`src/rtl/autoplay_sequencer_pkg.sv`:
```
// Shared types and constants for the auto-play song sequencer (package piano_pkg).
// Song ROM word layout, key/pitch codes, per-song base addresses and the key decoder.
package piano_pkg;

  typedef enum logic [2:0] {
    ST_IDLE   = 3'd0,
    ST_FETCH  = 3'd1,
    ST_LOAD   = 3'd2,
    ST_PLAY   = 3'd3,
    ST_GAP    = 3'd4,
    ST_PAUSED = 3'd5,
    ST_DONE   = 3'd6
  } state_t;

  localparam logic [2:0] KEY_REST = 3'd0;
  localparam logic [2:0] KEY_DO   = 3'd1;
  localparam logic [2:0] KEY_RE   = 3'd2;
  localparam logic [2:0] KEY_MI   = 3'd3;
  localparam logic [2:0] KEY_FA   = 3'd4;
  localparam logic [2:0] KEY_SOL  = 3'd5;
  localparam logic [2:0] KEY_LA   = 3'd6;
  localparam logic [2:0] KEY_SI   = 3'd7;

  localparam logic [1:0] PITCH_LOW  = 2'd0;
  localparam logic [1:0] PITCH_MID  = 2'd1;
  localparam logic [1:0] PITCH_HIGH = 2'd2;

  localparam int unsigned ROM_W     = 9;
  localparam int unsigned KEY_LSB   = 0;
  localparam int unsigned KEY_W     = 3;
  localparam int unsigned PITCH_LSB = 3;
  localparam int unsigned PITCH_W   = 2;
  localparam int unsigned BEATS_LSB = 5;
  localparam int unsigned BEATS_W   = 3;
  localparam int unsigned END_BIT   = 8;
  localparam int unsigned KEYS_N    = 7;
  localparam int unsigned SONG_W    = 2;
  localparam int unsigned MAX_SONGS = 4;

  localparam logic [7:0] SONG_BASE [MAX_SONGS] = '{8'h00, 8'h40, 8'h80, 8'hC0};

  // Rest (code 0) decodes to silence.
  function automatic logic [KEYS_N-1:0] key_onehot(input logic [KEY_W-1:0] code);
    case (code)
      KEY_DO:  key_onehot = 7'b000_0001;
      KEY_RE:  key_onehot = 7'b000_0010;
      KEY_MI:  key_onehot = 7'b000_0100;
      KEY_FA:  key_onehot = 7'b000_1000;
      KEY_SOL: key_onehot = 7'b001_0000;
      KEY_LA:  key_onehot = 7'b010_0000;
      KEY_SI:  key_onehot = 7'b100_0000;
      default: key_onehot = 7'b000_0000;
    endcase
  endfunction

endpackage

```
`src/rtl/autoplay_sequencer_if.sv`:
```
// Song ROM port: the sequencer drives the address, the ROM returns the word one cycle later.
interface autoplay_sequencer_if #(
  parameter int unsigned ADDR_W = 8
);
  logic [ADDR_W-1:0]          rom_addr;
  logic [piano_pkg::ROM_W-1:0] rom_data;

  modport master (output rom_addr, input rom_data);
  modport slave  (input rom_addr, output rom_data);
endinterface

```
`src/rtl/autoplay_sequencer_note_timer.sv`:
```
// Beat/tick down-counter pair timing one note or one articulation gap.
module note_timer
  import piano_pkg::*;
#(
  parameter int unsigned TICKS_PER_BEAT = 25_000_000,
  parameter int unsigned GAP_TICKS      = 2_000_000
) (
  input  logic               clk,
  input  logic               rst_n,
  input  logic               i_load_note,
  input  logic               i_load_gap,
  input  logic               i_run,
  input  logic [BEATS_W-1:0] i_beats_m1,
  output logic               o_expire_c
);

  localparam int unsigned MAX_TICKS = (TICKS_PER_BEAT > GAP_TICKS) ? TICKS_PER_BEAT : GAP_TICKS;
  localparam int unsigned TICK_W    = (MAX_TICKS > 1) ? $clog2(MAX_TICKS) : 1;

  logic [TICK_W-1:0]  r_tick;
  logic [BEATS_W-1:0] r_beat;

  assign o_expire_c = (r_tick == '0) && (r_beat == '0);

  // Loads take priority; an expired pair holds at zero until reloaded.
  always_ff @(posedge clk or negedge rst_n) begin
    if (!rst_n) begin
      r_tick <= '0;
      r_beat <= '0;
    end else if (i_load_note) begin
      r_tick <= TICK_W'(TICKS_PER_BEAT - 1);
      r_beat <= i_beats_m1;
    end else if (i_load_gap) begin
      r_tick <= TICK_W'(GAP_TICKS - 1);
      r_beat <= '0;
    end else if (i_run && !o_expire_c) begin
      if (r_tick == '0) begin
        r_tick <= TICK_W'(TICKS_PER_BEAT - 1);
        r_beat <= r_beat - BEATS_W'(1);
      end else begin
        r_tick <= r_tick - TICK_W'(1);
      end
    end
  end

endmodule

```
`src/rtl/autoplay_sequencer.sv`:
```
// Auto-play song sequencer: walks the song ROM and drives timed key/pitch to the keyboard.
// Build option AUTOPLAY_LOOP_EN: the end marker restarts the current song instead of stopping.
module autoplay_sequencer
  import piano_pkg::*;
#(
  parameter int unsigned TICKS_PER_BEAT = 25_000_000,
  parameter int unsigned GAP_TICKS      = 2_000_000,
  parameter int unsigned SONG_NUM       = 3,
  parameter int unsigned ADDR_W         = 8
) (
  input  logic                 clk,
  input  logic                 rst_n,
  input  logic                 enable,
  input  logic                 btn_prev,
  input  logic                 btn_pause,
  input  logic                 btn_next,
  autoplay_sequencer_if.master rom,
  output logic [KEYS_N-1:0]    key_out,
  output logic [PITCH_W-1:0]   pitch_out,
  output logic [SONG_W-1:0]    song_idx,
  output logic [ADDR_W-1:0]    note_idx,
  output logic                 paused,
  output logic                 done
);

  state_t              r_state, r_saved;
  logic [KEYS_N-1:0]   r_key_out, r_key_latch;
  logic [PITCH_W-1:0]  r_pitch;
  logic [SONG_W-1:0]   r_song;
  logic [ADDR_W-1:0]   r_note, r_rom_addr;
  logic                r_paused, r_done;
  logic                r_prev_d, r_pause_d, r_next_d;

  state_t              w_state_nxt, w_saved_nxt;
  logic [KEYS_N-1:0]   w_key_nxt, w_latch_nxt;
  logic [PITCH_W-1:0]  w_pitch_nxt;
  logic [SONG_W-1:0]   w_song_nxt, w_song_inc, w_song_dec;
  logic [ADDR_W-1:0]   w_note_nxt, w_rom_addr_nxt;
  logic                w_prev_edge, w_pause_edge, w_next_edge, w_nav;
  logic                w_load_note, w_load_gap, w_run, w_expire;

  assign w_prev_edge  = btn_prev  & ~r_prev_d;
  assign w_pause_edge = btn_pause & ~r_pause_d;
  assign w_next_edge  = btn_next  & ~r_next_d;
  assign w_nav        = w_prev_edge ^ w_next_edge;
  assign w_run        = (r_state == ST_PLAY) || (r_state == ST_GAP);
  assign w_song_inc   = (r_song == SONG_W'(SONG_NUM - 1)) ? '0 : r_song + SONG_W'(1);
  assign w_song_dec   = (r_song == '0) ? SONG_W'(SONG_NUM - 1) : r_song - SONG_W'(1);

  note_timer #(
    .TICKS_PER_BEAT (TICKS_PER_BEAT),
    .GAP_TICKS      (GAP_TICKS)
  ) u_note_timer (
    .clk         (clk),
    .rst_n       (rst_n),
    .i_load_note (w_load_note),
    .i_load_gap  (w_load_gap),
    .i_run       (w_run),
    .i_beats_m1  (rom.rom_data[BEATS_LSB +: BEATS_W]),
    .o_expire_c  (w_expire)
  );

  always_ff @(posedge clk or negedge rst_n) begin
    if (!rst_n) begin
      r_state     <= ST_IDLE;
      r_saved     <= ST_IDLE;
      r_key_out   <= '0;
      r_key_latch <= '0;
      r_pitch     <= PITCH_LOW;
      r_song      <= '0;
      r_note      <= '0;
      r_paused    <= 1'b0;
      r_done      <= 1'b0;
      r_rom_addr  <= ADDR_W'(SONG_BASE[0]);
      r_prev_d    <= 1'b0;
      r_pause_d   <= 1'b0;
      r_next_d    <= 1'b0;
    end else begin
      r_state     <= w_state_nxt;
      r_saved     <= w_saved_nxt;
      r_key_out   <= w_key_nxt;
      r_key_latch <= w_latch_nxt;
      r_pitch     <= w_pitch_nxt;
      r_song      <= w_song_nxt;
      r_note      <= w_note_nxt;
      r_paused    <= (w_state_nxt == ST_PAUSED);
      r_done      <= (w_state_nxt == ST_DONE);
      r_rom_addr  <= w_rom_addr_nxt;
      r_prev_d    <= btn_prev;
      r_pause_d   <= btn_pause;
      r_next_d    <= btn_next;
    end
  end

  // Normal progression first, then pause, navigation and enable override in rising priority.
  always_comb begin
    w_state_nxt = r_state;
    w_saved_nxt = r_saved;
    w_key_nxt   = r_key_out;
    w_latch_nxt = r_key_latch;
    w_pitch_nxt = r_pitch;
    w_song_nxt  = r_song;
    w_note_nxt  = r_note;
    w_load_note = 1'b0;
    w_load_gap  = 1'b0;

    case (r_state)
      ST_IDLE:  w_state_nxt = ST_FETCH;
      ST_FETCH: w_state_nxt = ST_LOAD;
      ST_LOAD: begin
        if (rom.rom_data[END_BIT]) begin
`ifdef AUTOPLAY_LOOP_EN
          w_note_nxt  = '0;
          w_state_nxt = ST_FETCH;
`else
          w_state_nxt = ST_DONE;
`endif
        end else begin
          w_latch_nxt = key_onehot(rom.rom_data[KEY_LSB +: KEY_W]);
          w_key_nxt   = key_onehot(rom.rom_data[KEY_LSB +: KEY_W]);
          w_pitch_nxt = rom.rom_data[PITCH_LSB +: PITCH_W];
          w_load_note = 1'b1;
          w_state_nxt = ST_PLAY;
        end
      end
      ST_PLAY: begin
        if (w_expire) begin
          w_load_gap  = 1'b1;
          w_key_nxt   = '0;
          w_state_nxt = ST_GAP;
        end
      end
      ST_GAP: begin
        if (w_expire) begin
          w_note_nxt  = r_note + ADDR_W'(1);
          w_state_nxt = ST_FETCH;
        end
      end
      ST_PAUSED: begin
        if (w_pause_edge) begin
          w_state_nxt = r_saved;
          w_key_nxt   = (r_saved == ST_PLAY) ? r_key_latch : '0;
        end
      end
      default: w_state_nxt = r_state;
    endcase

    // Saving the already-advanced state lets a pause on an expiring cycle resume cleanly.
    if (w_pause_edge && w_run) begin
      w_saved_nxt = w_state_nxt;
      w_state_nxt = ST_PAUSED;
      w_key_nxt   = '0;
    end

    if (w_nav && (r_state != ST_IDLE)) begin
      w_song_nxt  = w_next_edge ? w_song_inc : w_song_dec;
      w_note_nxt  = '0;
      w_key_nxt   = '0;
      w_state_nxt = ST_FETCH;
    end

    if (!enable) begin
      w_state_nxt = ST_IDLE;
      w_key_nxt   = '0;
      w_note_nxt  = '0;
    end

    w_rom_addr_nxt = ADDR_W'(SONG_BASE[w_song_nxt]) + w_note_nxt;
  end

  assign rom.rom_addr = r_rom_addr;
  assign key_out      = r_key_out;
  assign pitch_out    = r_pitch;
  assign song_idx     = r_song;
  assign note_idx     = r_note;
  assign paused       = r_paused;
  assign done         = r_done;

endmodule

```
`src/flat_wrapper.sv`:
```
// flat-port wrapper written by rule: the top's interface ports become plain ports
module autoplay_sequencer_flat import piano_pkg::*;
#(
  parameter int unsigned TICKS_PER_BEAT = 25_000_000,
  parameter int unsigned GAP_TICKS      = 2_000_000,
  parameter int unsigned SONG_NUM       = 3,
  parameter int unsigned ADDR_W         = 8
)
  (clk, rst_n, enable, btn_prev, btn_pause, btn_next, key_out, pitch_out, song_idx, note_idx, paused, done, rom_rom_addr, rom_rom_data);
  autoplay_sequencer_if #(.ADDR_W(ADDR_W)) rom_i ();
  input  logic clk;
  input  logic rst_n;
  input  logic enable;
  input  logic btn_prev;
  input  logic btn_pause;
  input  logic btn_next;
  output logic [KEYS_N-1:0] key_out;
  output logic [PITCH_W-1:0] pitch_out;
  output logic [SONG_W-1:0] song_idx;
  output logic [ADDR_W-1:0] note_idx;
  output logic paused;
  output logic done;
  output wire logic [$bits(rom_i.rom_addr)-1:0] rom_rom_addr;
  input wire logic [$bits(rom_i.rom_data)-1:0] rom_rom_data;
  assign rom_rom_addr = rom_i.rom_addr;
  assign rom_i.rom_data = rom_rom_data;
  autoplay_sequencer #(.TICKS_PER_BEAT(TICKS_PER_BEAT), .GAP_TICKS(GAP_TICKS), .SONG_NUM(SONG_NUM), .ADDR_W(ADDR_W)) u_core (.clk(clk), .rst_n(rst_n), .enable(enable), .btn_prev(btn_prev), .btn_pause(btn_pause), .btn_next(btn_next), .rom(rom_i), .key_out(key_out), .pitch_out(pitch_out), .song_idx(song_idx), .note_idx(note_idx), .paused(paused), .done(done));
endmodule
```
`config.mk`:
```
export PLATFORM = sky130hd
export DESIGN_NAME = autoplay_sequencer_flat
export DESIGN_NICKNAME = d
export VERILOG_FILES = /design/src/rtl/autoplay_sequencer_pkg.sv /design/src/rtl/autoplay_sequencer_if.sv /design/src/rtl/autoplay_sequencer_note_timer.sv /design/src/rtl/autoplay_sequencer.sv /design/src/flat_wrapper.sv
export SDC_FILE = /design/constraint.sdc
export NUM_CORES = 1
export LEC_CHECK = 0
export CAP_MARGIN = 5
export CORE_ASPECT_RATIO = 0.75
export CORE_MARGIN = 10
export CORE_UTILIZATION = 51
export DETAILED_ROUTE_END_ITERATION = 10
export PLACE_DENSITY = 0.74
export SYNTH_ARGS = -nofsm -noshare
export SYNTH_HDL_FRONTEND = slang
export SYNTH_HIERARCHICAL = 1
export SYNTH_SLANG_ARGS = --single-unit
export TNS_END_PERCENT = 5
```
`constraint.sdc`:
```
create_clock -name clk -period 3.3 [get_ports clk]
set_input_delay 0.495 -clock clk [delete_from_list [all_inputs] [get_ports clk]]
set_output_delay 0.495 -clock clk [all_outputs]
set_load 0.01 [all_outputs]
```
==> impl_metrics.py, run 1 <==
metrics = {
    "job": {
        "drv_cap": 0,
    },
    "yosys": {
        "synth_cell_types": 75,
        "syn_inst": 407,
        "seq_area_frac_synth_pct": 43.0,
        "async_flop_share_pct": 100,
        "synth_nets": 430,
        "synth_area_sq_mm": 0.00390,
        "ys.warnings.count": 6,
        "avgSynthCellArea_sq_um": 9.57,
        "synth_edf_count": 0,
        "synth_top_area_share_pct": 43.0,
        "yosys_most_used_dff": "dfrtp_1",
        "synth_seq_cells": 67,
        "yosys-top-cells-area": "dfrtp_1 43%, nand2_1 3.9%, ha_1 2.6%",
        "synth_top_cell_by_area": "dfrtp_1",
    },
    "timing": {
        "timing.final.crit_share_pct": 95.9,
        "setup_viol": 0,
        "hold_violations": 0,
        "slew_viol_final": 0,
        "setup_tns_ns": 0,
        "max_freq_ghz": 0.316,
        "finalCriticalPeriod_ns": 3.16,
        "skew_ns": 0.0121,
        "tightest_slew_ns": 0.755,
        "max_slew_margin_pct": 49.7,
    },
    "grt": {
        "grt_pass1_wl_microns": 16000,
        "grt_max_degree": 38,
        "grt_use_total_pct": 16.9,
        "grt_pass1_vias": 3251,
        "antenna_found_initial": 0,
        "overflow": 0,
    },
    "clock_tree": {
        "cts-buffers-inserted": 9,
        "numClockSinks": 67,
        "insertion_delay_ns": 0.36,
        "clockBufferDepth": 2,
        "clk_pin_slew_worst_paths_ns": 0.08,
        "cts_hold_buf": 0,
        "cts_max_level": 3,
        "cts_root_buf": "clkbuf_8",
        "cts_tree": "yes",
    },
    "placed_design": {
        "place_congestion": 0.982,
        "portBuffers": 43,
        "dp_hpwl_microns": 6710,
    },
    "detailed_routing": {
        "vias_per_cell": 6.01,
        "postRouteWirelength_microns": 9380,
        "drt_iter0_drc": 346,
        "drc": 0,
        "ant_nets": 0,
        "drt_pass1_iterations": 5,
        "vias": 3406,
        "routedWlPerCell_microns": 16.5,
    },
    "power": {
        "pwr_density_cell_mw_per_mm2": 608,
        "p_leak_nw": 2.01,
        "max-vdd-ir-drop_v": 0.000380,
    },
    "floorplanning": {
        "core-area_sq_mm": 0.00740,
        "chipHeight_microns": 95.7,
        "rows": 27,
        "start_util_pct": 52.7,
        "ioPinCount": 44,
        "die_area_sq_mm": 0.0116,
        "dieWidth_microns": 121,
    },
    "finish": {
        "insertedDiodeCount": 0,
        "layout.nets": 484,
        "nFillCells": 608,
        "area_growth_pct": 21.9,
        "fin_util_pct": 64.2,
        "layout-drive-gt1-share_pct": 15.5,
        "multi_input_area_sq_mm": 0.00203,
        "regArea_sq_mm": 0.00168,
    },
    "worst_setup_path": {
        "critPathSlowestCell": "dfrtp_1",
        "worstPathArrival_ns": 3.40,
        "timing.rr.start": "u_core/u_note_timer/r_beat[0]",
        "cp_max_fo": 4,
        "cp.required_ns": 3.53,
        "cp-end-kind": "flip-flop",
        "reg2regPathDepth": 15,
        "path_cells": "inv_2, ha_1, ha_2, nor4b_4, nand4_1, nor2_2, and4bb_2, nand4_1, xor2_1, nor2_1, ha_2, nor2_1, o22ai_1, or3b_1, xor2_1",
        "cp_slowest_stage_delay_ns": 0.39,
        "r2r_setup_slack_ns": 0.14,
        "setup.worst_path.class": "flip-flop to flip-flop",
        "rr_endpoint": "u_core/rom.rom_addr[7]",
        "start_kind": "flip-flop",
    },
    "worst_hold_path": {
        "hp-class": "primary input to async pin",
    },
    "outcome": {
        "status": "complete, no violations",
    },
}
==> state kept, by name, indices dropped and copies added, names as in the netlist, 3 cells and up <==
name	flops
u_core/u_note_timer/r_tick	25
u_core/rom.rom_addr	8
u_core/key_out	7
u_core/r_key_latch	7
u_core/r_saved	3
u_core/r_state	3
u_core/u_note_timer/r_beat	3
==> power by group <==
group | switching (W) | internal (W) | total, W
Clock | 0.000343 | 0.000508 | 0.000851
Combinational | 0.000445 | 0.000389 | 0.000833
Sequential | 0.000199 | 0.00100 | 0.00120
Total | 0.000986 | 0.00190 | 0.00289
==> cell usage after synthesis, types with 4 or more instances <==
cell type   n
dfrtp_1    67
clkbuf_1    6
o211ai_1    5
a32oi_1     4
a211oi_1    4
o21ai_0    17
a21oi_1    19
xnor2_1     4
nor4_1      8
xor2_1      6
o41ai_1     4
nand2b_1    7
and3_1      4
nor2_1     24
o2bb2ai_1   7
nor2b_1     7
nor3_1      9
o21ai_1     8
a21o_1      7
a22oi_1     4
nand2_1    40
o31ai_1     4
nand4_1     8
inv_1      20
or3_1       7
a31oi_1     4
ha_1        8
or2_2       5
buf_4       8
nand3_1    12
==> metrics by stage <==
stage	hold WS [ns]	setup WS (ns)	total power [W]	cells	cell area, sq um
6_report	0.196	0.136	0.00289	567	4750
3_5_place_dp	0.470	0.127	0.00203	548	4460
5_1_grt	0.250	-0.0300	0.00308	567	4750
2_1_floorplan	0.199	0.152	0.00172	407	3900
4_1_cts	0.220	0.102	0.00289	564	4710
3_3_place_gp	0.456	0.201	0.00201	548	4460
==> worst max-delay path by stage <==
stage,cells past startpoint,endpoint,start
after floorplan,15,u_core/rom.rom_addr[7],u_core/u_note_timer/r_tick[0]
after global placement,15,u_core/rom.rom_addr[7],u_core/u_note_timer/r_beat[0]
after detailed placement,15,u_core/rom.rom_addr[7],u_core/u_note_timer/r_beat[0]
after CTS,15,u_core/rom.rom_addr[7],u_core/u_note_timer/r_beat[0]
after global routing,15,u_core/rom.rom_addr[7],u_core/u_note_timer/r_beat[0]
final,15,u_core/rom.rom_addr[7],u_core/u_note_timer/r_beat[0]
==> routing by layer <==
metal  vias up  wire length (microns)  share of wire [%]  global-route usage, %
met3        19                    740                7.9                   5.03
met4         0                    131                1.4                   5.61
met5         -                      0                  0                      0
met2       123                   3970                 42                   25.1
met1      1646                   4540                 48                   23.2
li1       1618                      -                  -                      -
==> cell type report <==
class,instances,share of cell area [%]
clock buffers,9,2.61
repair buffers,64,12.5
multi-input cells,299,42.7
flip-flops and latches,67,35.3
clock inverters,7,2.63
well taps,101,2.66
inverters,20,1.58
==> placed cells by master (no fill, tap or decap), types with 3 or more instances in the layout <==
cell             instances
a211oi_1                 4
a21o_1                   7
a21oi_1                 19
a221o_1                  3
a22o_1                   3
a22oi_1                  4
a31oi_1                  4
a32oi_1                  4
and3_1                   4
and4_1                   3
buf_4                   20
bufinv_16                3
clkbuf_8                 9
clkdlybuf4s50_1         42
clkinv_4                 3
dfrtp_1                 67
ha_1                     6
inv_1                   19
mux2i_1                  3
nand2_1                 40
nand2b_1                 7
nand3_1                 12
nand4_1                  8
nor2_1                  23
nor2_2                   3
nor2b_1                  7
nor3_1                   9
nor4_1                   8
o211ai_1                 5
o21ai_0                 17
o21ai_1                  8
o2bb2ai_1                7
o31ai_1                  4
o41ai_1                  4
or2_2                    5
or3_1                    7
xnor2_1                  4
xor2_1                   6
==> cell families (layout without fill, tap and decap cells) <==
logic type               count (synthesis)  count (layout)  share of synthesized area [%]
AND/OR/NAND/NOR                        166             166                           25.3
XOR/XNOR                                11              11                           2.67
multiplexers                             4               4                           1.06
flip-flops                              67              67                           43.0
AO/OA/AOI/OAI                          110             110                           20.0
adder cells (fa/ha/maj)                  8               8                           2.57
buffers and inverters                   41             100                           5.36
==> worst max-delay path: cells and delay by family (launching register included) <==
family	cells	cell delay [ns]
XOR/XNOR	2	0.32
flip-flops	1	0.39
AND/OR/NAND/NOR	8	1.63
adder cells (fa/ha/maj)	3	0.55
AO/OA/AOI/OAI	1	0.10
buffers and inverters	1	0.06
==> what timing repair did <==
item | in CTS | in global routing
gates resized for setup | 0 | 5
setup endpoints to repair | 0 | 1
setup buffers | 0 | 3
endpoints found under the hold margin | 0 | 0
(Power assumes the default switching activity.)
==> run 2, diff against run 1 <==
--- a/config.mk
+++ b/config.mk
@@ -11,6 +11,7 @@
 export CORE_UTILIZATION = 51
 export DETAILED_ROUTE_END_ITERATION = 10
 export PLACE_DENSITY = 0.74
+export RECOVER_POWER = 100
 export SYNTH_ARGS = -nofsm -noshare
 export SYNTH_HDL_FRONTEND = slang
 export SYNTH_HIERARCHICAL = 1
==> run 2 against run 1 <==
Against the previous run: the flow now finishes with violations (max-capacitance violations, max-slew violations); die area unchanged; maximum frequency is 0.28% higher; sequential cell count is the same; final cell count unchanged; clock power about the same; critical path type unchanged; largest power group unchanged.
==> impl_metrics.py, run 2 (same netlist as run 1, synthesis figures left out) <==
metrics = {
    "floorplanning": {
        "chipHeight_microns": 95.7,
        "start_util_pct": 52.7,
        "rows": 27,
        "dieWidth_microns": 121,
        "die_area_sq_mm": 0.0116,
        "ioPinCount": 44,
        "core-area_sq_mm": 0.00740,
    },
    "finish": {
        "regArea_sq_mm": 0.00168,
        "insertedDiodeCount": 0,
        "layout-drive-gt1-share_pct": 15.0,
        "nFillCells": 609,
        "final_common_cell": "dfrtp_1",
        "top_register": "u_core/u_note_timer/r_tick",
        "layout.nets": 484,
        "largest_reg_flops": 25,
        "area_growth_pct": 21.4,
        "multi_input_area_sq_mm": 0.00203,
        "layout_common_cells": "67 x dfrtp_1, 40 x nand2_1, 32 x dlygate4sd3_1, 23 x nor2_1",
    },
    "timing": {
        "timing.final.crit_share_pct": 95.6,
        "max_slew_margin_pct": -14.4,
        "hold_violations": 0,
        "tightest_slew_ns": 1.72,
        "whs_ns": 0.483,
        "slew_viol_final": 32,
        "finalCriticalPeriod_ns": 3.16,
        "setup_viol": 0,
        "max_freq_ghz": 0.317,
        "skew_ns": 0.0123,
        "setup_slack_ns": 0.145,
    },
    "detailed_routing": {
        "routedWlPerCell_microns": 16.5,
        "drc": 0,
        "ant_nets": 0,
        "postRouteWirelength_microns": 9350,
        "vias": 3421,
        "vias_per_cell": 6.03,
        "drt_iter0_drc": 359,
        "drt_pass1_iterations": 5,
    },
    "job": {
        "drv_cap": 1,
    },
    "worst_setup_path": {
        "cp_slowest_stage_delay_ns": 0.39,
        "critPathSlowestCell": "dfrtp_1",
        "start_kind": "flip-flop",
        "reg2regPathDepth": 15,
        "cp_max_fo": 4,
        "worstPathArrival_ns": 3.39,
        "path_cells": "inv_2, ha_1, ha_2, nor4b_4, nand4_1, nor2_2, and4bb_2, nand4_1, xor2_1, nor2_1, ha_2, nor2_1, o22ai_1, or3b_1, xor2_1",
        "cp.required_ns": 3.53,
        "setup.worst_path.class": "flip-flop to flip-flop",
        "cp-end-kind": "flip-flop",
    },
    "grt": {
        "grt_use_total_pct": 16.9,
        "antenna_found_initial": 0,
        "grt_max_degree": 38,
        "grt_pass1_wl_microns": 16000,
        "grt_pass1_vias": 3251,
        "overflow": 0,
    },
    "clock_tree": {
        "insertion_delay_ns": 0.36,
        "cts_max_level": 3,
        "numClockSinks": 67,
        "clk_pin_slew_worst_paths_ns": 0.08,
        "clockBufferDepth": 2,
        "cts_root_buf": "clkbuf_8",
        "cts_tree": "yes",
        "cts-buffers-inserted": 9,
    },
    "worst_hold_path": {
        "hp-class": "flip-flop to flip-flop",
        "holdPathStages": 2,
    },
    "placed_design": {
        "dp_hpwl_microns": 6710,
        "place_congestion": 0.982,
        "portBuffers": 43,
        "place_ws_ns": 0.127,
    },
    "power": {
        "max-vdd-ir-drop_v": 0.000369,
        "power_switching_w": 0.000983,
        "p_leak_nw": 2.08,
        "p_total_w": 0.00287,
        "p_clk_share_pct": 29.7,
        "p_sw_share_pct": 34.3,
        "p_comb_share_pct": 28.4,
        "p_int_w": 0.00188,
        "seq_power_share_pct": 41.9,
        "pwr_density_cell_mw_per_mm2": 606,
    },
    "outcome": {
        "status": "complete, but fails checks",
        "violations": "max-capacitance violations, max-slew violations",
    },
}
==> run 2: power by group through the flow <==
stage	combinational (W)	clock, W	sequential (W)
6_report	0.000815	0.000850	0.00120
2_1_floorplan	0.000554	0	0.00117
5_1_grt	0.000923	0.000901	0.00123
3_3_place_gp	0.000805	0	0.00121
3_5_place_dp	0.000824	0	0.00121
4_1_cts	0.000830	0.000866	0.00120
==> run 2: repair_timing <==
item	4_1_cts	5_1_grt
resized for setup	0	5
endpoints found under the hold margin	0	0
setup buffers	0	3
hold buffers	0	0
setup endpoints to repair	0	1
==> run 2: layer usage <==
metal	up-vias	GRT usage, %	part of all wire [%]
met1	1662	23.2	49
met2	123	25.1	42
met5	-	0	0
met3	12	5.03	7.6
met4	0	5.61	1.2
li1	1624	-	-
==> run 2: critical path, delay by kind of cell, from the launching register on <==
family | cells | cell delay (ns)
xor+xnor | 2 | 0.31
flops | 1 | 0.39
fa+ha+maj | 3 | 0.55
compound gates | 1 | 0.10
simple gates | 8 | 1.63
buf+inv | 1 | 0.06
==> run 2: path summary, 6_finish.rpt <==
check | slack (ns) | to | from
max | 0.14 | u_core/rom.rom_addr[7] | u_core/u_note_timer/r_beat[0]
min | 0.48 | u_core/pitch_out[1] | u_core/pitch_out[1]
max reg2reg | 0.14 | u_core/rom.rom_addr[7] | u_core/u_note_timer/r_beat[0]
min reg2reg | 0.48 | u_core/pitch_out[1] | u_core/pitch_out[1]
max in group asynchronous | 1.04 | u_core/rom.rom_addr[7] | rst_n
min in group asynchronous | 0.57 | u_core/key_out[4] | rst_n
==> run 2: stage by stage <==
step	area (sq um)	utilization, %	setup TNS (ns)	instances
finish	4730	63.9	0	567
global placement	4460	60.3	0	548
CTS	4710	63.7	0	564
global route	4730	63.9	-0.0291	567
detailed placement	4460	60.3	0	548
floorplan	3900	-	0	407
==> run 2: layout make-up <==
type | instances | area share (%)
Tap cell | 101 | 2.67
Clock buffer | 9 | 2.62
Multi-Input combinational cell | 299 | 42.9
Sequential cell | 67 | 35.4
Clock inverter | 7 | 2.65
Inverter | 20 | 1.59
Timing Repair Buffer | 64 | 12.2
==> run 3, diff against run 2 <==
--- a/config.mk
+++ b/config.mk
@@ -5,7 +5,7 @@
 export SDC_FILE = /design/constraint.sdc
 export NUM_CORES = 1
 export LEC_CHECK = 0
-export CAP_MARGIN = 5
+export CAP_MARGIN = 20
 export CORE_ASPECT_RATIO = 0.75
 export CORE_MARGIN = 10
 export CORE_UTILIZATION = 51
==> results of run 3 <==
Final layout, timing and power as in run 2 (identical DEF).
